### src/rtl/iter_alu_top_if.sv
// Load/compute/done handshake bundle for iter_alu_top: command and operands in,
// ready/state/result/done out.
interface iter_alu_top_if #(
    parameter int WIDTH = 4
);
    logic                 in_load;
    logic [1:0]           in_mode;
    logic [WIDTH-1:0]     in_d1_in;
    logic [WIDTH-1:0]     in_d2_in;
    logic                 out_start;
    logic [1:0]           out_state_main;
    logic [2*WIDTH-1:0]   out_d_out;
    logic                 out_done;

    modport master (
        output in_load, in_mode, in_d1_in, in_d2_in,
        input  out_start, out_state_main, out_d_out, out_done
    );

    modport slave (
        input  in_load, in_mode, in_d1_in, in_d2_in,
        output out_start, out_state_main, out_d_out, out_done
    );
endinterface

### src/rtl/iter_alu_top.sv
// Load/compute/done ALU engine: add, subtract, unsigned max and (when ITER_ALU_MUL_EN
// is defined) iterative shift-add multiply; without it, mode 10 executes as add.
module iter_alu_top #(
    parameter int WIDTH = 4
) (
    input  logic          in_clk,
    input  logic          in_restart_n,
    iter_alu_top_if.slave bus
);
    localparam int RW = 2 * WIDTH;

    typedef enum logic [1:0] {
        ST_IDLE = 2'b00,
        ST_LOAD = 2'b01,
        ST_CALC = 2'b10,
        ST_DONE = 2'b11
    } state_t;

    localparam logic [1:0] MODE_ADD = 2'b00;
    localparam logic [1:0] MODE_SUB = 2'b01;
    localparam logic [1:0] MODE_MUL = 2'b10;
    localparam logic [1:0] MODE_MAX = 2'b11;

    state_t            state_r;
    state_t            state_s;
    logic [WIDTH-1:0]  a_r;
    logic [WIDTH-1:0]  b_r;
    logic [1:0]        mode_r;
    logic [RW-1:0]     d_out_r;
    logic [RW-1:0]     result_s;
    logic [RW-1:0]     a_ext_s;
    logic [RW-1:0]     b_ext_s;
    logic              calc_last_s;

    assign a_ext_s = {{WIDTH{1'b0}}, a_r};
    assign b_ext_s = {{WIDTH{1'b0}}, b_r};

`ifdef ITER_ALU_MUL_EN
    localparam int CW = $clog2(WIDTH);
    localparam logic [CW-1:0] CNT_MAX = CW'(WIDTH - 1);
    localparam logic [CW-1:0] CNT_ONE = CW'(1'b1);

    logic [CW-1:0]     cnt_r;
    logic [RW-1:0]     acc_r;
    logic [RW-1:0]     mcand_r;
    logic [WIDTH-1:0]  mplier_r;
    logic [RW-1:0]     acc_next_s;

    // One shift-add step: add the shifted multiplicand when the multiplier LSB is set.
    always_comb begin
        acc_next_s = acc_r;
        if (mplier_r[0]) begin
            acc_next_s = acc_r + mcand_r;
        end else begin
            acc_next_s = acc_r;
        end
    end

    // Multiply stays in CALC until the step counter has run down to zero.
    always_comb begin
        calc_last_s = 1'b1;
        if ((mode_r == MODE_MUL) && (cnt_r != {CW{1'b0}})) begin
            calc_last_s = 1'b0;
        end else begin
            calc_last_s = 1'b1;
        end
    end

    // Multiplier datapath: seeded on the LOAD edge, stepped once per CALC edge.
    always_ff @(posedge in_clk or negedge in_restart_n) begin
        if (!in_restart_n) begin
            cnt_r    <= {CW{1'b0}};
            acc_r    <= {RW{1'b0}};
            mcand_r  <= {RW{1'b0}};
            mplier_r <= {WIDTH{1'b0}};
        end else if (state_r == ST_LOAD) begin
            cnt_r    <= (bus.in_mode == MODE_MUL) ? CNT_MAX : {CW{1'b0}};
            acc_r    <= {RW{1'b0}};
            mcand_r  <= {{WIDTH{1'b0}}, bus.in_d1_in};
            mplier_r <= bus.in_d2_in;
        end else if ((state_r == ST_CALC) && (mode_r == MODE_MUL)) begin
            acc_r    <= acc_next_s;
            mcand_r  <= {mcand_r[RW-2:0], 1'b0};
            mplier_r <= {1'b0, mplier_r[WIDTH-1:1]};
            if (cnt_r != {CW{1'b0}}) begin
                cnt_r <= cnt_r - CNT_ONE;
            end
        end
    end
`else
    assign calc_last_s = 1'b1;
`endif

    // Result selection for the current operation.
    always_comb begin
        result_s = {RW{1'b0}};
        case (mode_r)
            MODE_ADD: result_s = a_ext_s + b_ext_s;
            MODE_SUB: result_s = a_ext_s - b_ext_s;
`ifdef ITER_ALU_MUL_EN
            MODE_MUL: result_s = acc_next_s;
`else
            MODE_MUL: result_s = a_ext_s + b_ext_s;
`endif
            MODE_MAX: result_s = (b_r > a_r) ? b_ext_s : a_ext_s;
            default:  result_s = {RW{1'b0}};
        endcase
    end

    // Main FSM next-state decode.
    always_comb begin
        state_s = state_r;
        case (state_r)
            ST_IDLE: begin
                if (bus.in_load) begin
                    state_s = ST_LOAD;
                end else begin
                    state_s = ST_IDLE;
                end
            end
            ST_LOAD: state_s = ST_CALC;
            ST_CALC: begin
                if (calc_last_s) begin
                    state_s = ST_DONE;
                end else begin
                    state_s = ST_CALC;
                end
            end
            ST_DONE: state_s = ST_IDLE;
            default: state_s = ST_IDLE;
        endcase
    end

    // Main FSM state register.
    always_ff @(posedge in_clk or negedge in_restart_n) begin
        if (!in_restart_n) begin
            state_r <= ST_IDLE;
        end else begin
            state_r <= state_s;
        end
    end

    // Operand/mode capture on the LOAD edge and result write on the final CALC edge.
    always_ff @(posedge in_clk or negedge in_restart_n) begin
        if (!in_restart_n) begin
            a_r     <= {WIDTH{1'b0}};
            b_r     <= {WIDTH{1'b0}};
            mode_r  <= 2'b00;
            d_out_r <= {RW{1'b0}};
        end else begin
            if (state_r == ST_LOAD) begin
                a_r    <= bus.in_d1_in;
                b_r    <= bus.in_d2_in;
                mode_r <= bus.in_mode;
            end
            if ((state_r == ST_CALC) && calc_last_s) begin
                d_out_r <= result_s;
            end
        end
    end

    assign bus.out_start      = (state_r == ST_IDLE);
    assign bus.out_state_main = state_r;
    assign bus.out_d_out      = d_out_r;
    assign bus.out_done       = (state_r == ST_DONE);
endmodule

### src/flat_wrapper.sv
// flat-port wrapper written by rule: the top's interface ports become plain ports
module iter_alu_top_flat 
#(
    parameter int WIDTH = 4
)
  (in_clk, in_restart_n, bus_in_load, bus_in_mode, bus_in_d1_in, bus_in_d2_in, bus_out_start, bus_out_state_main, bus_out_d_out, bus_out_done);
  iter_alu_top_if #(.WIDTH(WIDTH)) bus_i ();
  input  logic in_clk;
  input  logic in_restart_n;
  input wire logic [$bits(bus_i.in_load)-1:0] bus_in_load;
  input wire logic [$bits(bus_i.in_mode)-1:0] bus_in_mode;
  input wire logic [$bits(bus_i.in_d1_in)-1:0] bus_in_d1_in;
  input wire logic [$bits(bus_i.in_d2_in)-1:0] bus_in_d2_in;
  output wire logic [$bits(bus_i.out_start)-1:0] bus_out_start;
  output wire logic [$bits(bus_i.out_state_main)-1:0] bus_out_state_main;
  output wire logic [$bits(bus_i.out_d_out)-1:0] bus_out_d_out;
  output wire logic [$bits(bus_i.out_done)-1:0] bus_out_done;
  assign bus_i.in_load = bus_in_load;
  assign bus_i.in_mode = bus_in_mode;
  assign bus_i.in_d1_in = bus_in_d1_in;
  assign bus_i.in_d2_in = bus_in_d2_in;
  assign bus_out_start = bus_i.out_start;
  assign bus_out_state_main = bus_i.out_state_main;
  assign bus_out_d_out = bus_i.out_d_out;
  assign bus_out_done = bus_i.out_done;
  iter_alu_top #(.WIDTH(WIDTH)) u_core (.in_clk(in_clk), .in_restart_n(in_restart_n), .bus(bus_i));
endmodule
### config.mk
export PLATFORM = sky130hd
export DESIGN_NAME = iter_alu_top_flat
export DESIGN_NICKNAME = d
export VERILOG_FILES = /design/src/rtl/iter_alu_top_if.sv /design/src/rtl/iter_alu_top.sv /design/src/flat_wrapper.sv
export SDC_FILE = /design/constraint.sdc
export NUM_CORES = 1
export LEC_CHECK = 0
export ABC_CLOCK_PERIOD_IN_PS = 2100
export BUFFER_PORTS_ARGS = -buffer_cell sky130_fd_sc_hd__buf_4
export CAP_MARGIN = 20
export CORE_MARGIN = 3
export CORE_UTILIZATION = 35
export CTS_CLUSTER_DIAMETER = 150
export DETAILED_ROUTE_END_ITERATION = 8
export PLACE_DENSITY_LB_ADDON = 0.25
export SLEW_MARGIN = 30
export SYNTH_ARGS = -nofsm -noshare
export SYNTH_HDL_FRONTEND = slang
export SYNTH_SLANG_ARGS = --single-unit
export TNS_END_PERCENT = 10
### constraint.sdc
create_clock -name in_clk -period 2.1 [get_ports in_clk]
set_input_delay 0.21 -clock in_clk [delete_from_list [all_inputs] [get_ports in_clk]]
set_output_delay 0.21 -clock in_clk [all_outputs]
set_load 0.1 [all_outputs]
== Word level (Yosys, flattened, before mapping) ==
Index checks and enable logic that the tools add are counted.

* Flip-flop bits (word level): 20
* Bits of input ports: 13
* Output and inout bits: 12
* Word-level logic and storage cells: 21

* Add/subtract/negate cells: 2
* Magnitude comparators: 1
* Eq/ne operators: 6
* Muxes and demuxes: 4
* Reductions and logical operators: 3

{| class="wikitable"
|+ Operator list
! kind !! count
|-
| $pmux 8 s3 || 1
|-
| $eq 2x2->1 const B || 4
|-
| $pmux 2 s4 || 1
|-
| $add 4x4->5 || 1
|-
| $sub 4x4->5 || 1
|-
| $eq 2x1->1 const B || 2
|-
| $gt 4x4->1 || 1
|-
| $logic_not 2->1 || 2
|-
| $mux 4 || 1
|-
| $reduce_or 2->1 || 1
|-
| $mux 1 || 1
|}

== Longest topological paths before layout ==
* Depth in word-level cells: 3
* Depth in mapped cells: 7
* Depth with buffers taken out: 7

== Least setup slack after synthesis ==
OpenSTA, ideal clock, no wires.

* Path type: flip-flop to flip-flop
* Start: register u_core.state_r[0], in the netlist u_core.bus.out_state_main[0]
* End: register u_core.d_out_r[1], in the netlist u_core.bus.out_d_out[1]
* Setup time: 126 ps
* Arrival time: 2170 ps
* Data required time: 1974 ps
* Setup slack: -197 ps
* Stages on the path, launching flop included: 8
* Path buffers: 1
* Clock period less this slack: 2297 ps
* Cell sequence: dfrtp_1 inv_1 ha_1 clkbuf_1 o211a_1 nand2_1 a21oi_1 a311o_1

* Word-level cells in the longest chain between the ends: 1

{| class="wikitable"
|+ RTL lines
! item !! line !! source
|-
| from (decl) || iter_alu_top.sv:24 || <nowiki>state_t state_r;</nowiki>
|-
| from (signal assigned) || iter_alu_top.sv:139 || <nowiki>state_r <= state_s;</nowiki>
|-
| $eq 2x2->1 || iter_alu_top.sv:156 || <nowiki>if ((state_r == ST_CALC) && calc_last_s) begin</nowiki>
|-
| to (signal assigned) || iter_alu_top.sv:149 || <nowiki>d_out_r <= {RW{1'b0}};</nowiki>
|-
| to (signal assigned) || iter_alu_top.sv:157 || <nowiki>d_out_r <= result_s;</nowiki>
|-
| to (decl) || iter_alu_top.sv:29 || <nowiki>logic [RW-1:0] d_out_r;</nowiki>
|}

No other way between the ends.
A chain may end at the register's enable or synchronous reset.

== Worst setup path in the final report ==
* Start: register u_core.b_r[2]
* End: register u_core.d_out_r[3], in the netlist u_core.bus.out_d_out[3]

* Word-level cells in the longest chain between the ends: 3
* Elaborated cells between the ends (all ways): 5
* Classes of those cells: add/sub (2); order compare (1); mux (2)

{| class="wikitable"
|+ RTL lines
! item !! line !! source
|-
| from (decl) || iter_alu_top.sv:27 || <nowiki>logic [WIDTH-1:0] b_r;</nowiki>
|-
| from (signal assigned) || iter_alu_top.sv:147 || <nowiki>b_r <= {WIDTH{1'b0}};</nowiki>
|-
| from (signal assigned) || iter_alu_top.sv:153 || <nowiki>b_r <= bus.in_d2_in;</nowiki>
|-
| $gt 4x4->1 || iter_alu_top.sv:105 || <nowiki>MODE_MAX: result_s = (b_r > a_r) ? b_ext_s : a_ext_s;</nowiki>
|-
| $mux 4 || iter_alu_top.sv:105 ||
|-
| $pmux 8 s3 * || iter_alu_top.sv:97 || <nowiki>case (mode_r)</nowiki>
|}

Mark *: on every way between the ends. The rest lies on a longest branch, timed or not.

==> results.tsv <==
stage	metric	value	unit
status	status	finished, final reports clean	
floorplanning	initial core utilization	0.374	
setup_path	crit end category	flop	
yosys	post-synth top area share	0.385	
routing	Vias/cell	5.03	
setup_path	CP top delay family	simple AND/OR/NAND/NOR gates	
yosys	Avg Inst Size Synth	9.36	um2
timing	Worst Tran Pin Value	0.389	ns
final_layout	share of cells above drive strength 1	0.242	
yosys	post-synth cell types	30	
timing	Slew HR	0.741	
global_route	All-Layer GR Usage	0.138	
setup_path	slowest library cell on the worst path	or4_1	
floorplanning	IO Count	25	
global_route	GRT met3 Usage	0.0281	
yosys	async set or reset register ratio after synthesis	1.00	
placed_design	Final GP Congestion	0.909	
cts	CTS Sinks	18	
cts	root buffer cell	clkbuf_4	
yosys	yosys warns	0	
timing	final setup vio count	0	
global_route	largest net degree at the start of global routing	19	
routing	DR DRC count	0	
floorplanning	core area	0.00313	mm2
min_path	HP Class	in -> reg	
timing	final hold vios	0	
routing	number of DRC markers in iteration 0	32	
setup_path	WP data arrival	2.12	ns
final_layout	area grow syn2layout	22.6	%
cts	CTS tree	built	
yosys	Post-Synthesis Cells	125	
setup_path	Worst path max stage delay	0.47	ns
yosys	synthesized area	0.00117	mm2
job	maxcap violations	0	
floorplanning	# rows	20	
global_route	busiest grt layer	met2	
yosys	main flop type after synthesis	dfrtp_1	
routing	total wire length	2510	um
timing	RSZ-0062 raised after global routing	false	
timing	max-slew violations	0	
global_route	global-route wire length before repair	4420	um
timing	fmax	529	MHz
setup_path	CP bufs+invs	1	
yosys	#FFs+latches synth	18	
setup_path	WP data required	2.33	ns
cts	H-tree lvl count	1	
setup_path	worst path cell trace	inv_1 -> ha_1 -> nor3b_1 -> nor4_1 -> or4_1 -> o221ai_1	
timing	Worst Skew	0.00187	ns
yosys	dominant cell type by area after synthesis	dfrtp_1	
timing	Tmin final	1.89	ns
placed_design	DP Wirelength	1910	um
routing	routed vias	971	
global_route	met1 Use GR	0.177	
routing	detailed-route wire length per cell	13.0	um
global_route	initial antenna violation count	0	
setup_path	CP startpoint kind	flop	
final_layout	Final #Nets	178	
final_layout	Filler cells	317	
placed_design	input/output buffers	24	
routing	antenna-violating nets left	0	
floorplanning	Die Height	63.8	um
final_layout	antenna cells	0	
setup_path	CP max FO	8	
cts	total CTS buffers	3	
yosys	synth cell count leaders	dfrtp_1, inv_1, ha_1	
timing	fin crit share	0.901	
yosys	Mapped Nets	153	
floorplanning	die area	0.00407	mm2
cts	Max Buffers Root-to-Sink	2	
yosys	synth top area cells	dfrtp_1, ha_1, o21ai_0, inv_1, mux2_2	
floorplanning	Die Wd	63.8	um
yosys	count leader, synth	dfrtp_1	
setup_path	FF-to-FF setup slack	0.21	ns
yosys	Post-synth EDFFs	0	
global_route	met2 Use GR	0.217	
global_route	total grt overflow	0	
global_route	vias in the first global route	995	
routing	DR pass1 iterations	4	
setup_path	category of the most critical setup path	reg -> reg	
timing	Setup TNS Final	0	ns
cts	Clock transition at path regs	0.11	ns
yosys	register area share after synthesis	0.385	
cts	clock latency on the worst-skew pair	0.30	ns
## flip-flops by register name, summed over array words and instances (netlist names)
signal and cells:
u_core.bus.out_d_out 6, u_core.b_r 4, u_core.mode_r 2, u_core.bus.out_state_main 2, u_core.a_r 4
## path summary, 6_finish.rpt
kind                       cells after the start               startpoint                      end
setup / recovery                               6            u_core.b_r[2]  u_core.bus.out_d_out[3]
hold / removal                                 3          bus_in_d1_in[1]            u_core.a_r[1]
setup reg to reg                               6            u_core.b_r[2]  u_core.bus.out_d_out[3]
hold reg to reg                                2  u_core.bus.out_d_out[6]  u_core.bus.out_d_out[6]
max in group asynchronous                      2             in_restart_n            u_core.b_r[1]
min in group asynchronous                      2             in_restart_n  u_core.bus.out_d_out[3]
## per-layer routing
| metal | vias to the layer above | part of all wire |
|---|---|---|
| met2 | 29 | 0.46 |
| li1 | 481 | - |
| met4 | 0 | 0.018 |
| met1 | 456 | 0.47 |
| met5 | - | 0 |
| met3 | 5 | 0.058 |
## worst register-to-register path, stage by stage, from the launching register on
cell      delay [ns]
dfrtp_1         0.40
inv_1           0.07
ha_1            0.39
nor3b_1         0.33
nor4_1          0.08
or4_1           0.47
o221ai_1        0.08
## area by class of cell
cell class	count	area (um2)	share of cell area
multi-input cells	86	632	0.441
repair buffers	27	205	0.143
well taps	44	55.1	0.0384
inverters	14	52.6	0.0366
clock buffers	4	36.3	0.0253
flip-flops and latches	18	453	0.316
## cell usage in the layout (no fill, tap or decap), types with 2 or more instances in the layout
master and n:
nand2b_1 3, o31a_1 3, nor2b_1 2, dfrtp_2 2
o21ai_0 12, o221ai_1 4, fa_1 2, buf_4 26
nand2_1 12, clkbuf_4 3, mux2_2 4, a21oi_1 7
or4_1 2, nor2_1 7, nor3b_1 2, a31oi_1 2
dfrtp_1 16, ha_1 13, inv_1 14
## per-stage QoR
| step | worst slack [ns] | hold WS [ns] | util | instances | area, um2 |
|---|---|---|---|---|---|
| 2_1_floorplan | 0.0127 | -0.0856 | - | 125 | 1170 |
| 3_3_place_gp | 0.266 | 0.0964 | 0.443 | 188 | 1390 |
| 3_5_place_dp | 0.188 | 0.100 | 0.443 | 188 | 1390 |
| 4_1_cts | 0.152 | 0.0957 | 0.458 | 193 | 1430 |
| 5_1_grt | 0.0510 | 0.0993 | 0.458 | 193 | 1430 |
| 6_report | 0.209 | 0.0982 | 0.458 | 193 | 1430 |
## cell families after synthesis
group / count (synthesis) / share of synthesized area
and+or+nand+nor: 34 / 0.147
adders and majority gates: 15 / 0.173
DFF: 18 / 0.385
muxes: 4 / 0.0385
buffers and inverters: 21 / 0.0749
AOI/OAI and AO/OA: 33 / 0.182
## repair_timing
action,4_1_cts,5_1_grt
resized for setup,0,1
endpoints found under the hold margin,18,0
hold buffers,1,0
endpoints found under the setup margin,0,1
buffers inserted,0,0
Power is left out: the tool's default activity adds up to more than one toggle a clock period on the data nets, which glitch-free logic cannot reach.
